--- config.mk ---
export PLATFORM = sky130hd
export DESIGN_NAME = ann_loader
export DESIGN_NICKNAME = d
export VERILOG_FILES = /design/src/rtl/ann_pkg.sv /design/src/rtl/ann_frame_packer.sv /design/src/rtl/ann_loader.sv
export SDC_FILE = /design/constraint.sdc
export NUM_CORES = 1
export LEC_CHECK = 0
export CAP_MARGIN = 20
export CORE_MARGIN = 2
export CORE_UTILIZATION = 45
export CTS_BUF_LIST = sky130_fd_sc_hd__clkbuf_4
export DETAILED_ROUTE_END_ITERATION = 6
export PLACE_DENSITY = 0.78
export SETUP_SLACK_MARGIN = 0.1
export SKIP_LAST_GASP = 1
export SYNTH_ARGS = -nofsm -noshare
export SYNTH_HDL_FRONTEND = slang
export SYNTH_SLANG_ARGS = --single-unit
--- constraint.sdc ---
create_clock -name clk -period 1.9 [get_ports clk]
set_clock_uncertainty 0.2 [all_clocks]
set_input_delay 0.38 -clock clk [delete_from_list [all_inputs] [get_ports clk]]
set_output_delay 0.38 -clock clk [all_outputs]
set_load 0.02 [all_outputs]
--- src/rtl/ann_pkg.sv ---
// ---------------------------------------------------------------------------
// ann_pkg
//   Shared definitions for the neuron loader:
//   - loader FSM state encoding
//   - byte and result widths, timeout result code
//   - frame_len(): number of bytes in one frame (bias + N inputs + N weights)
// ---------------------------------------------------------------------------
package ann_pkg;

   localparam int BYTE_W = 8;
   localparam int RES_W  = 16;

   localparam logic [RES_W-1:0] RES_TIMEOUT = 16'hFFFF;

   typedef enum logic [2:0] {
      ST_LOAD    = 3'd0,
      ST_START   = 3'd1,
      ST_BUSY_LO = 3'd2,
      ST_BUSY_HI = 3'd3,
      ST_OUT     = 3'd4
   } state_e;

   // One bias byte, then N input bytes, then N weight bytes.
   function automatic int frame_len(input int n);
      return 2 * n + 1;
   endfunction

endpackage

--- src/rtl/ann_frame_packer.sv ---
// ---------------------------------------------------------------------------
// ann_frame_packer
//   Byte index counter and slot write decode for one neuron frame.
//   Each accepted byte lands in the slot selected by the current index:
//   0 -> bias, 1..N -> input elements 0..N-1, N+1..2N -> weights 0..N-1.
//   The index wraps to 0 after the last byte, so the next frame always
//   starts at the bias slot. Slot registers only change on a write, so the
//   packed vectors stay stable while the neuron runs.
// Ports
//   clk, rst_n   clock, asynchronous active-low reset
//   wr_en        a byte is accepted this cycle
//   wr_data      accepted byte
//   bias         bias register
//   input_vec    packed input elements, element 0 in bits [0:7]
//   weight_vec   packed weight elements, element 0 in bits [0:7]
//   last_byte    current index points at the final byte of the frame
// ---------------------------------------------------------------------------
module ann_frame_packer
   import ann_pkg::*;
#(
   parameter int N = 2
) (
   input  logic                clk,
   input  logic                rst_n,
   input  logic                wr_en,
   input  logic [BYTE_W-1:0]   wr_data,
   output logic [BYTE_W-1:0]   bias,
   output logic [0:BYTE_W*N-1] input_vec,
   output logic [0:BYTE_W*N-1] weight_vec,
   output logic                last_byte
);

   localparam int FRAME_LEN = frame_len(N);
   localparam int IDX_W     = $clog2(FRAME_LEN);
   localparam logic [IDX_W-1:0] LAST_IDX = IDX_W'(FRAME_LEN - 1);

   logic [IDX_W-1:0]  idx_q, idx_d;
   logic [BYTE_W-1:0] bias_q, bias_d;

   assign last_byte = (idx_q == LAST_IDX);
   assign bias      = bias_q;

   always_comb begin
      idx_d = idx_q;
      if (wr_en) begin
         idx_d = last_byte ? '0 : idx_q + 1'b1;
      end
   end

   always_comb begin
      bias_d = bias_q;
      if (wr_en && (idx_q == '0)) begin
         bias_d = wr_data;
      end
   end

   always_ff @(posedge clk or negedge rst_n) begin
      if (!rst_n) begin
         idx_q  <= '0;
         bias_q <= '0;
      end else begin
         idx_q  <= idx_d;
         bias_q <= bias_d;
      end
   end

   // One input slot and one weight slot per vector element.
   generate
      for (genvar gi = 0; gi < N; gi++) begin : g_slot
         logic [BYTE_W-1:0] in_q, in_d;
         logic [BYTE_W-1:0] w_q, w_d;

         always_comb begin
            in_d = in_q;
            if (wr_en && (idx_q == IDX_W'(1 + gi))) begin
               in_d = wr_data;
            end
         end

         always_comb begin
            w_d = w_q;
            if (wr_en && (idx_q == IDX_W'(N + 1 + gi))) begin
               w_d = wr_data;
            end
         end

         always_ff @(posedge clk or negedge rst_n) begin
            if (!rst_n) begin
               in_q <= '0;
               w_q  <= '0;
            end else begin
               in_q <= in_d;
               w_q  <= w_d;
            end
         end

         assign input_vec[BYTE_W*gi +: BYTE_W]  = in_q;
         assign weight_vec[BYTE_W*gi +: BYTE_W] = w_q;
      end
   endgenerate

endmodule

--- src/rtl/ann_loader.sv ---
// ---------------------------------------------------------------------------
// ann_loader
//   Host-side initiator for one neuron instance. Collects a frame of
//   2N+1 bytes (bias, inputs, weights), pulses nn_start, waits for the
//   neuron to drop and then raise nn_done, and returns nn_result on a
//   valid/ready output. If the neuron does not finish within TIMEOUT
//   cycles of a wait state, the frame is aborted with m_data=16'hFFFF and
//   err=1. Only one frame is in flight: s_ready is high in LOAD only.
// Ports
//   clk, rst_n        clock, asynchronous active-low reset
//   s_valid/s_data/s_ready   input byte stream
//   nn_bias, nn_input_vec, nn_weight_vec   operands to the neuron
//   nn_start          one-cycle start pulse
//   nn_done           neuron done level (high when idle or finished)
//   nn_result         neuron result
//   m_valid/m_data/m_ready   result port
//   err               set with m_valid on timeout, cleared on handshake
// ---------------------------------------------------------------------------
module ann_loader
   import ann_pkg::*;
#(
   parameter int N       = 2,
   parameter int TIMEOUT = 1024
) (
   input  logic                clk,
   input  logic                rst_n,
   input  logic                s_valid,
   input  logic [BYTE_W-1:0]   s_data,
   output logic                s_ready,
   output logic [BYTE_W-1:0]   nn_bias,
   output logic [0:BYTE_W*N-1] nn_input_vec,
   output logic [0:BYTE_W*N-1] nn_weight_vec,
   output logic                nn_start,
   input  logic                nn_done,
   input  logic [RES_W-1:0]    nn_result,
   output logic                m_valid,
   output logic [RES_W-1:0]    m_data,
   input  logic                m_ready,
   output logic                err
);

   localparam int TMO_W = $clog2(TIMEOUT + 1);
   // Abort on the TIMEOUT-th cycle spent in a wait state.
   localparam logic [TMO_W-1:0] TMO_LAST = TMO_W'(TIMEOUT - 1);

   state_e            state_q, state_d;
   logic [TMO_W-1:0]  tmo_q, tmo_d;
   logic              nn_start_q, nn_start_d;
   logic              m_valid_q, m_valid_d;
   logic [RES_W-1:0]  m_data_q, m_data_d;
   logic              err_q, err_d;

   logic              accept;
   logic              last_byte;

   assign s_ready  = (state_q == ST_LOAD);
   assign accept   = s_valid & s_ready;
   assign nn_start = nn_start_q;
   assign m_valid  = m_valid_q;
   assign m_data   = m_data_q;
   assign err      = err_q;

   ann_frame_packer #(
      .N (N)
   ) u_packer (
      .clk        (clk),
      .rst_n      (rst_n),
      .wr_en      (accept),
      .wr_data    (s_data),
      .bias       (nn_bias),
      .input_vec  (nn_input_vec),
      .weight_vec (nn_weight_vec),
      .last_byte  (last_byte)
   );

   always_comb begin
      state_d    = state_q;
      tmo_d      = tmo_q;
      nn_start_d = 1'b0;
      m_valid_d  = m_valid_q;
      m_data_d   = m_data_q;
      err_d      = err_q;

      case (state_q)
         ST_LOAD: begin
            if (accept && last_byte) begin
               // Start is registered so it appears in the START cycle.
               state_d    = ST_START;
               nn_start_d = 1'b1;
            end
         end

         ST_START: begin
            state_d = ST_BUSY_LO;
            tmo_d   = '0;
         end

         // nn_done is high while the neuron is idle, so a low level is the
         // only reliable sign that it has taken the start pulse.
         ST_BUSY_LO: begin
            if (!nn_done) begin
               state_d = ST_BUSY_HI;
               tmo_d   = '0;
            end else if (tmo_q == TMO_LAST) begin
               state_d   = ST_OUT;
               m_data_d  = RES_TIMEOUT;
               m_valid_d = 1'b1;
               err_d     = 1'b1;
            end else begin
               tmo_d = tmo_q + 1'b1;
            end
         end

         ST_BUSY_HI: begin
            if (nn_done) begin
               state_d   = ST_OUT;
               m_data_d  = nn_result;
               m_valid_d = 1'b1;
            end else if (tmo_q == TMO_LAST) begin
               state_d   = ST_OUT;
               m_data_d  = RES_TIMEOUT;
               m_valid_d = 1'b1;
               err_d     = 1'b1;
            end else begin
               tmo_d = tmo_q + 1'b1;
            end
         end

         ST_OUT: begin
            if (m_ready) begin
               state_d   = ST_LOAD;
               m_valid_d = 1'b0;
               err_d     = 1'b0;
            end
         end

         default: begin
            state_d = ST_LOAD;
         end
      endcase
   end

   always_ff @(posedge clk or negedge rst_n) begin
      if (!rst_n) begin
         state_q    <= ST_LOAD;
         tmo_q      <= '0;
         nn_start_q <= 1'b0;
         m_valid_q  <= 1'b0;
         m_data_q   <= '0;
         err_q      <= 1'b0;
      end else begin
         state_q    <= state_d;
         tmo_q      <= tmo_d;
         nn_start_q <= nn_start_d;
         m_valid_q  <= m_valid_d;
         m_data_q   <= m_data_d;
         err_q      <= err_d;
      end
   end

endmodule

======== Word-level counts from Yosys, hierarchy flattened ========
Cells that the tools add are included.
operators by class
  mux-type cells .......................... 26
  equal/unequal tests ..................... 13
  bitwise logic cells ..................... 1
  reduce and logical (&&, ||, !) cells .... 15
  add/sub/neg operators ................... 2
operator list
  cell                     count
  $mux W16                 3
  $mux W11                 3
  $pmux W11 S3             1
  $pmux W16 S2             1
  $mux W3                  6
  $pmux W3 S5              1
  $eq A3 B2 Y1 const B     4
  $add A11 B1 Y11 const B  1
  $eq A11 B10 Y1 const B   1
  $mux W1                  9
  $eq A3 B1 Y1 const B     2
  $eq A3 B3 Y1 const B     2
  $logic_not A3 Y1         2
  $ne A2 B2 Y1 const B     3
  $pmux W1 S3              2
  $reduce_and A2 Y1        3
  $reduce_bool A3 Y1       2
  $logic_and A1 B1 Y1      5
  $reduce_and A4 Y1        1
  $add A3 B1 Y3 const B    1
  $reduce_and A3 Y1        1
  $ne A2 B1 Y1 const B     1
  $reduce_bool A2 Y1       1
  $and A1 B1 Y1            1
storage, ports and cells
  word-level logic and storage cells ...... 69
  input port bits ......................... 29
  output and inout port bits .............. 60
  bits in registers ....................... 76

======== Logic depth before layout (Yosys ltp) ========
Gate-level depths: netlist of run 1.
  depth after elaboration ................. 5
  gate-level depth with buffers ........... 7
  gate-level depth less buffers ........... 5

======== By module ========
A second synthesis of run 1 with hierarchy kept.
unflattened totals
  cell total of the unflattened synthesis .. 240
  area, all modules ....................... 3265.6 µm²
modules (own cells, without submodules)
  module            cells an instance  seq. area each (µm²)  area each (µm²)  instances
  ann_frame_packer  105                1076.0                1729.2           1
  ann_loader        135                825.8                 1536.5           1

======== Worst setup path after synthesis of run 1 ========
OpenSTA, ideal clock, no wires.
  path type ............................... register -> register
  from .................................... register state_q[0]
  to ...................................... register u_packer.g_slot[0].w_q[0]
  data required time ...................... 1.575 ns
  setup time .............................. 0.125 ns
  path buffers ............................ 1
  cell stages (with the launch flop) ...... 5
  path slack .............................. -0.220 ns
  arrival ................................. 1.795 ns
  cells stage by stage .................... dfrtp_1 buf_2 nor3_1 nand3_1 mux2_2
between the ends
  word-level cells in the longest chain between the ends .. 3
RTL lines
  what                      RTL line                text
  start: declaration        ann_loader.sv:46        state_e state_q, state_d;
  start signal: assignment  ann_loader.sv:152       state_q <= state_d;
  $logic_not A3 Y1          ann_loader.sv:56        assign s_ready = (state_q == ST_LOAD);
  named net s_ready         ann_loader.sv:29        output logic s_ready,
  $and A1 B1 Y1             ann_loader.sv:57        assign accept = s_valid & s_ready;
  $logic_and A1 B1 Y1       ann_frame_packer.sv:82  if (wr_en && (idx_q == IDX_W'(N + 1 + gi))) begin
  end signal: assignment    ann_frame_packer.sv:93  w_q <= w_d;
  end: declaration          ann_frame_packer.sv:71  logic [BYTE_W-1:0] w_q, w_d;
The timed path passes the listed nets, and every way through them passes these cells.
A chain may end at the register's enable or synchronous reset.

======== Worst setup path in the final report of run 1 ========
  from .................................... register state_q[0]
  to ...................................... register u_packer.bias_q[5] (netlist: u_packer.bias[5])
between the ends
  word-level cells in the longest chain between the ends .. 3
RTL lines
  what                    RTL line                text
  $logic_not A3 Y1        ann_loader.sv:56
  $and A1 B1 Y1           ann_loader.sv:57
  $logic_and A1 B1 Y1     ann_frame_packer.sv:52  if (wr_en && (idx_q == '0)) begin
  end signal: assignment  ann_frame_packer.sv:63  bias_q <= bias_d;
  end: declaration        ann_frame_packer.sv:38  logic [BYTE_W-1:0] bias_q, bias_d;
Every way passes these cells.

==> out/qor.yml, run 1 <==
status: "finished, violations left"
violations: "setup timing"
critPathSlowestCell: "or4b_1"
drive_above_1_share: 0.338
clock_tree.root_cell: "clkbuf_4"
power.combinational.fraction: 0.514
switchingPower_w: 0.00307
io_pins: 89
grt.busiest_layer: "met2"
firstDrtPassIters: 4
cap_violations: 0
critPathCaptureType: "register"
drt_wl_total_mm: 8.54
grt_util_met1: 0.283
leakage_nw: 2.39
critPathMaxFanout: 8
dpl_worst_slack_ns: -0.517
peakVddDrop_v: 0.000713
dr_total_vias: 2525
fp-row-count: 31
synth_edf_count: 0
clkPwrFrac: 0.144
wire_per_inst_um: 17.6
hpwl_mm: 5.83
postSynth.topFlopCell: "dfrtp_1"
start_kind: "register"
yosysTopAreaCell: "dfrtp_1"
grt_max_degree: 41
tightest_slew_ns: 0.335
syn_nets: 279
synth_xor_area_frac: 0.00261
internal_power_w: 0.00486
insertion_delay_ns: 0.41
io_buffers: 88
syn_area_mm2: 0.00335
fill_cells: 552
hp-class: "in2async"
rsz0062_at_grt: "true"
cts_sinks: 76
hold_ws_ns: 0.207
numCtsBuffers: 9
ys_types: 44
yosys_warnings: 0
cpPeakStageDelay_ns: 0.54
fin_crit_sh: 1.09
htreeDepth: 3
power_density_mw_per_mm2: 1600
clockBufferDepth: 2
yosys.area_share.simple: 0.104
setup_viol: 39
synth_top_family_by_area: "multiplexers"
timing.final.ws_setup_ns: -0.178
multiInputGateArea_mm2: 0.00153
ff_latch_area_mm2: 0.00190
grt_pass1_vias: 2724
synthAdderAreaFrac: 0.0224
fmax_mhz: 481
drc: 0
yosysMostFrequentCell: "dfrtp_1"
initial_core_util: 0.464
synthMuxAreaShare: 0.171
synth_top_cell_area_share: 0.568
min_period_ns: 2.08
post-route-util: 0.688
synth_compound_area_frac: 0.113
die_x_um: 90.3
ys_seq_elements: 76
fin_area_mm2: 0.00496
grt_util_met2: 0.357
fin_nets: 415
antenna_found_initial: 0
cp.required_ns: 2.01
first_iter_violations: 103
synth.area.top_cells: "dfrtp_1 (57%), mux2_4 (11%), mux2_2 (5.7%)"
arrival_ns: 2.19
worst-setup-path-type: "reg2reg"
ys_seq_area_frac: 0.568
finalSetupTns_ns: -4.96
grt-ovfl-total: 0
grt_usage: 0.218
p_seq_frac: 0.342
cts_tree: "done"
synthCells: 244
dpl_cell_area_mm2: 0.00465
synth_common_cells: "dfrtp_1 (76), mux2_4 (24), mux2_2 (17), o22a_1 (17), nand2_1 (10)"
async_reset_ff_frac: 1.00
grt_use_met3: 0.0359
n_antenna_cell: 0
slew_headroom: 0.777
die_area_mm2: 0.00815
syn_area_per_cell_um2: 13.7
core_mm2: 0.00721
gp_congestion: 0.801
path_cells: "or4b_1, buf_6, nor2_8, nand2_8, mux2_4"
synthToLayoutAreaGrowth_pct: 48.2
die_y_um: 90.3
maxSlewViolCount: 0
clkSlewWorstSetupHoldPaths_ns: 0.13
hold_violations: 0
drtAntennaViolNets: 0
p_sw_frac: 0.387
grt_first_pass_wirelength_mm: 14.0
vias_per_cell: 5.22
[power groups by stage]
stage          combinational, W  sequential [W]  clock, W
3_5_place_dp            0.00412         0.00274         0
3_3_place_gp            0.00402         0.00271         0
5_1_grt                 0.00433         0.00281   0.00123
4_1_cts                 0.00391         0.00269   0.00117
6_report                0.00408         0.00271   0.00114
2_1_floorplan           0.00151         0.00340         0
[final timing paths]
check                                            start  cells past startpoint  slack [ns]                       endpoint
worst max-delay path            state_q[0]$_DFFE_PN0P_                      5       -0.18   u_packer.bias[5]$_DFFE_PN0P_
worst min-delay path                             rst_n                      2        0.21  u_packer.idx_q[1]$_DFFE_PN0N_
worst max register to register  state_q[0]$_DFFE_PN0P_                      5       -0.18   u_packer.bias[5]$_DFFE_PN0P_
worst min register to register         err$_DFFE_PN0P_                      1        0.30                err$_DFFE_PN0P_
max in group asynchronous                        rst_n                      3        0.75           tmo_q[9]$_DFFE_PN0P_
min in group clk                       err$_DFFE_PN0P_                      1        0.30                err$_DFFE_PN0P_
[kinds of logic after synthesis]
family | after synthesis
and+or+nand+nor | 56
xor gates and xnor gates | 1
muxes | 43
DFF | 76
adders and majority gates | 6
AOI/OAI and AO/OA | 48
buffers and inverters | 14
[metrics by stage]
step	instances	total power, W
final	484	0.00793
after floorplan	244	0.00491
after CTS	479	0.00777
after global placement	458	0.00673
after global routing	484	0.00837
after detailed placement	458	0.00685
[registers in the layout, indices dropped and copies added (netlist names)]
register,flops
u_packer.g_slot.w_q,16
state_q,3
nn_start,1
m_data,16
tmo_q,11
u_packer.idx_q,3
u_packer.bias,8
m_valid,1
err,1
u_packer.g_slot.in_q,16
[per-layer routing]
metal  vias to the layer above  wire length (µm)
met1                      1288              3830
met4                         0               173
met5                         -                 0
met2                        54              4280
li1                       1171                 -
met3                        12               253
[layout by cell type, fill, tap and decap left out, types with 3 or more instances in the layout]
cell type         n
dfrtp_1          74
dlygate4sd2_1    54
buf_4            37
clkdlybuf4s50_1  27
mux2_4           26
o22a_1           17
mux2_2           15
nand2_1          10
clkbuf_4         10
nor2_1            7
buf_6             6
inv_1             5
nor3_1            5
nand3_1           5
ha_1              5
clkdlybuf4s15_1   5
o21ai_0           4
buf_12            4
nand2_8           3
nand3_2           3
a21boi_1          3
a21o_1            3
[area by class of cell]
type                       count  area share
sequential                    76       0.384
multi-input combinational    154       0.307
timing repair buffer         134       0.247
tap                           99      0.0249
clock inverter                 6      0.0176
clock buffer                  10      0.0151
inverter                       5     0.00378
[critical path, delay by kind of cell (launching register included)]
| family | cells | cell delay, ns |
|---|---|---|
| AND/OR/NAND/NOR | 3 | 0.88 |
| buffers and inverters | 1 | 0.16 |
| multiplexers | 1 | 0.31 |
| flip-flops | 1 | 0.42 |
[repair_timing]
action | CTS | global route
endpoints found under the hold margin | 71 | 0
endpoints found under the setup margin | 124 | 73
pin swaps | 5 | 5
resized for setup | 81 | 19
buffers inserted | 4 | 5
hold buffers | 1 | 0
(Power assumes the default switching activity.)
==> run 2: changes to the inputs <==
CORE_MARGIN = unset   (was 2)
==> run 2 against run 1 <==
The run still ends with setup timing left. Non-clock buffer count increased by 6. Power decreased by 0.22%. Die area fell by 4.4%. Design area rose by 1.8%. First-iteration DRC count decreased by 19%. Clock power fell by 14%. Maximum frequency is 1.2% higher. Sequential share of layout area is 0.66 points lower. Sequential cell count stayed put. Routed wire length grew 1.9%. Combinational power grew 3%.
==> out/qor.yml, run 2 (synthesized netlist as in run 1, its figures left out) <==
hold_ws_ns: 0.225  # +0.0182 ns
path_buf_inv: 2  # +1
clock_tree.root_cell: "clkbuf_4"
wire_per_inst_um: 17.8  # +0.63%
cp.required_ns: 2.01  # about the same
grt_first_pass_wirelength_mm: 13.6  # -3.2%
fin_area_mm2: 0.00505  # +1.8%
grt-ovfl-total: 0  # unchanged
dpl_cell_area_mm2: 0.00466  # +0.32%
tightest_slew_ns: 0.436  # +0.101 ns
io_pins: 89  # unchanged
maxSlewViolCount: 0  # unchanged
crit_cells: 5  # unchanged
numCtsBuffers: 9  # unchanged
worst-setup-path-type: "reg2reg"
start_kind: "register"
critPathMaxFanout: 5  # -3
rr_endpoint: "u_packer.g_slot[1].w_q[2]$_DFFE_PN0P_"
drtAntennaViolNets: 0  # unchanged
die_x_um: 88.3  # -2.2%
layout_commonest_cell: "dfrtp_1"
critPathSlowestCell: "or4b_4"
clkSlewWorstSetupHoldPaths_ns: 0.13  # about the same
fin_crit_sh: 1.08  # -0.0134
insertion_delay_ns: 0.41  # about the same
leakage_nw: 2.45  # +2.5%
first_iter_violations: 83  # -19%
n_antenna_cell: 0  # unchanged
critPathCaptureType: "register"
path_cells: "or4b_4, buf_6, nor2_4, buf_12, mux2_2"
cts_tree: "done"
hpwl_mm: 5.77  # -1.1%
switchingPower_w: 0.00310  # +0.86%
cp_top_family: "simple AND/OR/NAND/NOR gates"
drc: 0  # unchanged
power_density_mw_per_mm2: 1570  # -1.9%
fp-row-count: 31  # unchanged
hold_violations: 0  # unchanged
min_period_ns: 2.05  # -0.0254 ns
arrival_ns: 2.16  # -0.03 ns
drt_wl_total_mm: 8.70  # +1.9%
drive_above_1_share: 0.340  # +0.00249
initial_core_util: 0.464  # unchanged
r2r_setup_slack_ns: -0.15  # +0.03 ns
clockBufferDepth: 2  # unchanged
grt_pass1_vias: 2742  # +0.66%
r2r-start: "state_q[1]$_DFFE_PN0P_"
hp-class: "in2async"
cpPeakStageDelay_ns: 0.52  # -0.02 ns
cap_violations: 0  # unchanged
fmax_mhz: 487  # +1.2%
dr_total_vias: 2552  # +1.1%
fin_nets: 421  # +1.4%
internal_power_w: 0.00482  # -0.90%
grt_max_degree: 36  # -12%
p_seq_frac: 0.343  # about the same
vias_per_cell: 5.21  # -0.17%
stdcell_count: 490  # +1.2%
peakVddDrop_v: 0.000973  # +37%
slew_headroom: 0.709  # -0.0677
grt_usage: 0.232  # +0.0142
final_cell_mix: "dfrtp_1 (74), dlygate4sd2_1 (56), buf_4 (36), mux2_4 (31), clkdlybuf4s50_1 (27)"
core_mm2: 0.00721  # unchanged
die_area_mm2: 0.00780  # -4.4%
die_y_um: 88.3  # -2.2%
setup_viol: 39  # unchanged
clkPwrFrac: 0.124  # -0.020
violations: "setup timing"
antenna_found_initial: 0  # unchanged
firstDrtPassIters: 4  # unchanged
cts_sinks: 76  # unchanged
p_sw_frac: 0.391  # +0.00419
dpl_worst_slack_ns: -0.512  # +0.00447 ns
timing.final.ws_setup_ns: -0.152  # +0.0254 ns
status: "finished, violations left"
gp_congestion: 0.780  # -2.6%
htreeDepth: 3  # unchanged
post-route-util: 0.700  # +0.0121
io_buffers: 88  # unchanged
power.combinational.fraction: 0.534  # +0.020
synthToLayoutAreaGrowth_pct: 50.8
reg2reg_depth: 5  # unchanged
rsz0062_at_grt: "true"
dp_cells: 460  # +0.44%
## run 2: worst max path at each step
stage | startpoint | end | slack, ns
after floorplan | state_q[1]$_DFFE_PN0P_ | u_packer.bias[0]$_DFFE_PN0P_ | -0.12
after global placement | s_valid | u_packer.g_slot[0].in_q[3]$_DFFE_PN0P_ | -0.50
after detailed placement | s_valid | u_packer.g_slot[0].in_q[4]$_DFFE_PN0P_ | -0.51
after CTS | state_q[0]$_DFFE_PN0P_ | u_packer.g_slot[0].in_q[4]$_DFFE_PN0P_ | -0.18
after global routing | state_q[0]$_DFFE_PN0P_ | u_packer.g_slot[0].in_q[7]$_DFFE_PN0P_ | -0.22
final | state_q[1]$_DFFE_PN0P_ | u_packer.g_slot[1].w_q[2]$_DFFE_PN0P_ | -0.15
## run 2: timing repair
action                                  4_1_cts  5_1_grt
setup buffers                                 7        4
endpoints found under the setup margin      126       76
hold buffers                                  1        0
gates cloned                                  0        3
endpoints found under the hold margin        31        0
resized for setup                            77       30
pin swaps                                     4        8
## run 2: power by group through the flow
stage	Clock, W	Combinational, W	Sequential, W
floorplan	0	0.00151	0.00340
global placement	0	0.00403	0.00272
detailed placement	0	0.00413	0.00275
CTS	0.000994	0.00398	0.00269
global route	0.00106	0.00450	0.00280
finish	0.000979	0.00422	0.00271
## run 2: cell type report
class | instances | area [µm²]
clock inverter | 7 | 66.3
timing repair buffer | 140 | 1330
inverter | 5 | 18.8
fill | 550 | 2160
multi-input combinational | 154 | 1550
sequential | 76 | 1900
clock buffer | 9 | 67.6
tap | 99 | 124
## run 2: metrics by stage
stage	TNS, ns	total power [W]
floorplan	-3.85	0.00491
detailed placement	-27.01	0.00688
global route	-8.18	0.00836
global placement	-26.74	0.00675
CTS	-4.94	0.00766
finish	-4.94	0.00791
## run 2: routing by layer
layer | up-vias | share of wire | global-route usage
li1 | 1186 | - | -
met1 | 1304 | 0.44 | 0.306
met2 | 54 | 0.51 | 0.372
met3 | 8 | 0.039 | 0.0569
met4 | 0 | 0.012 | 0.0880
met5 | - | 0 | 0
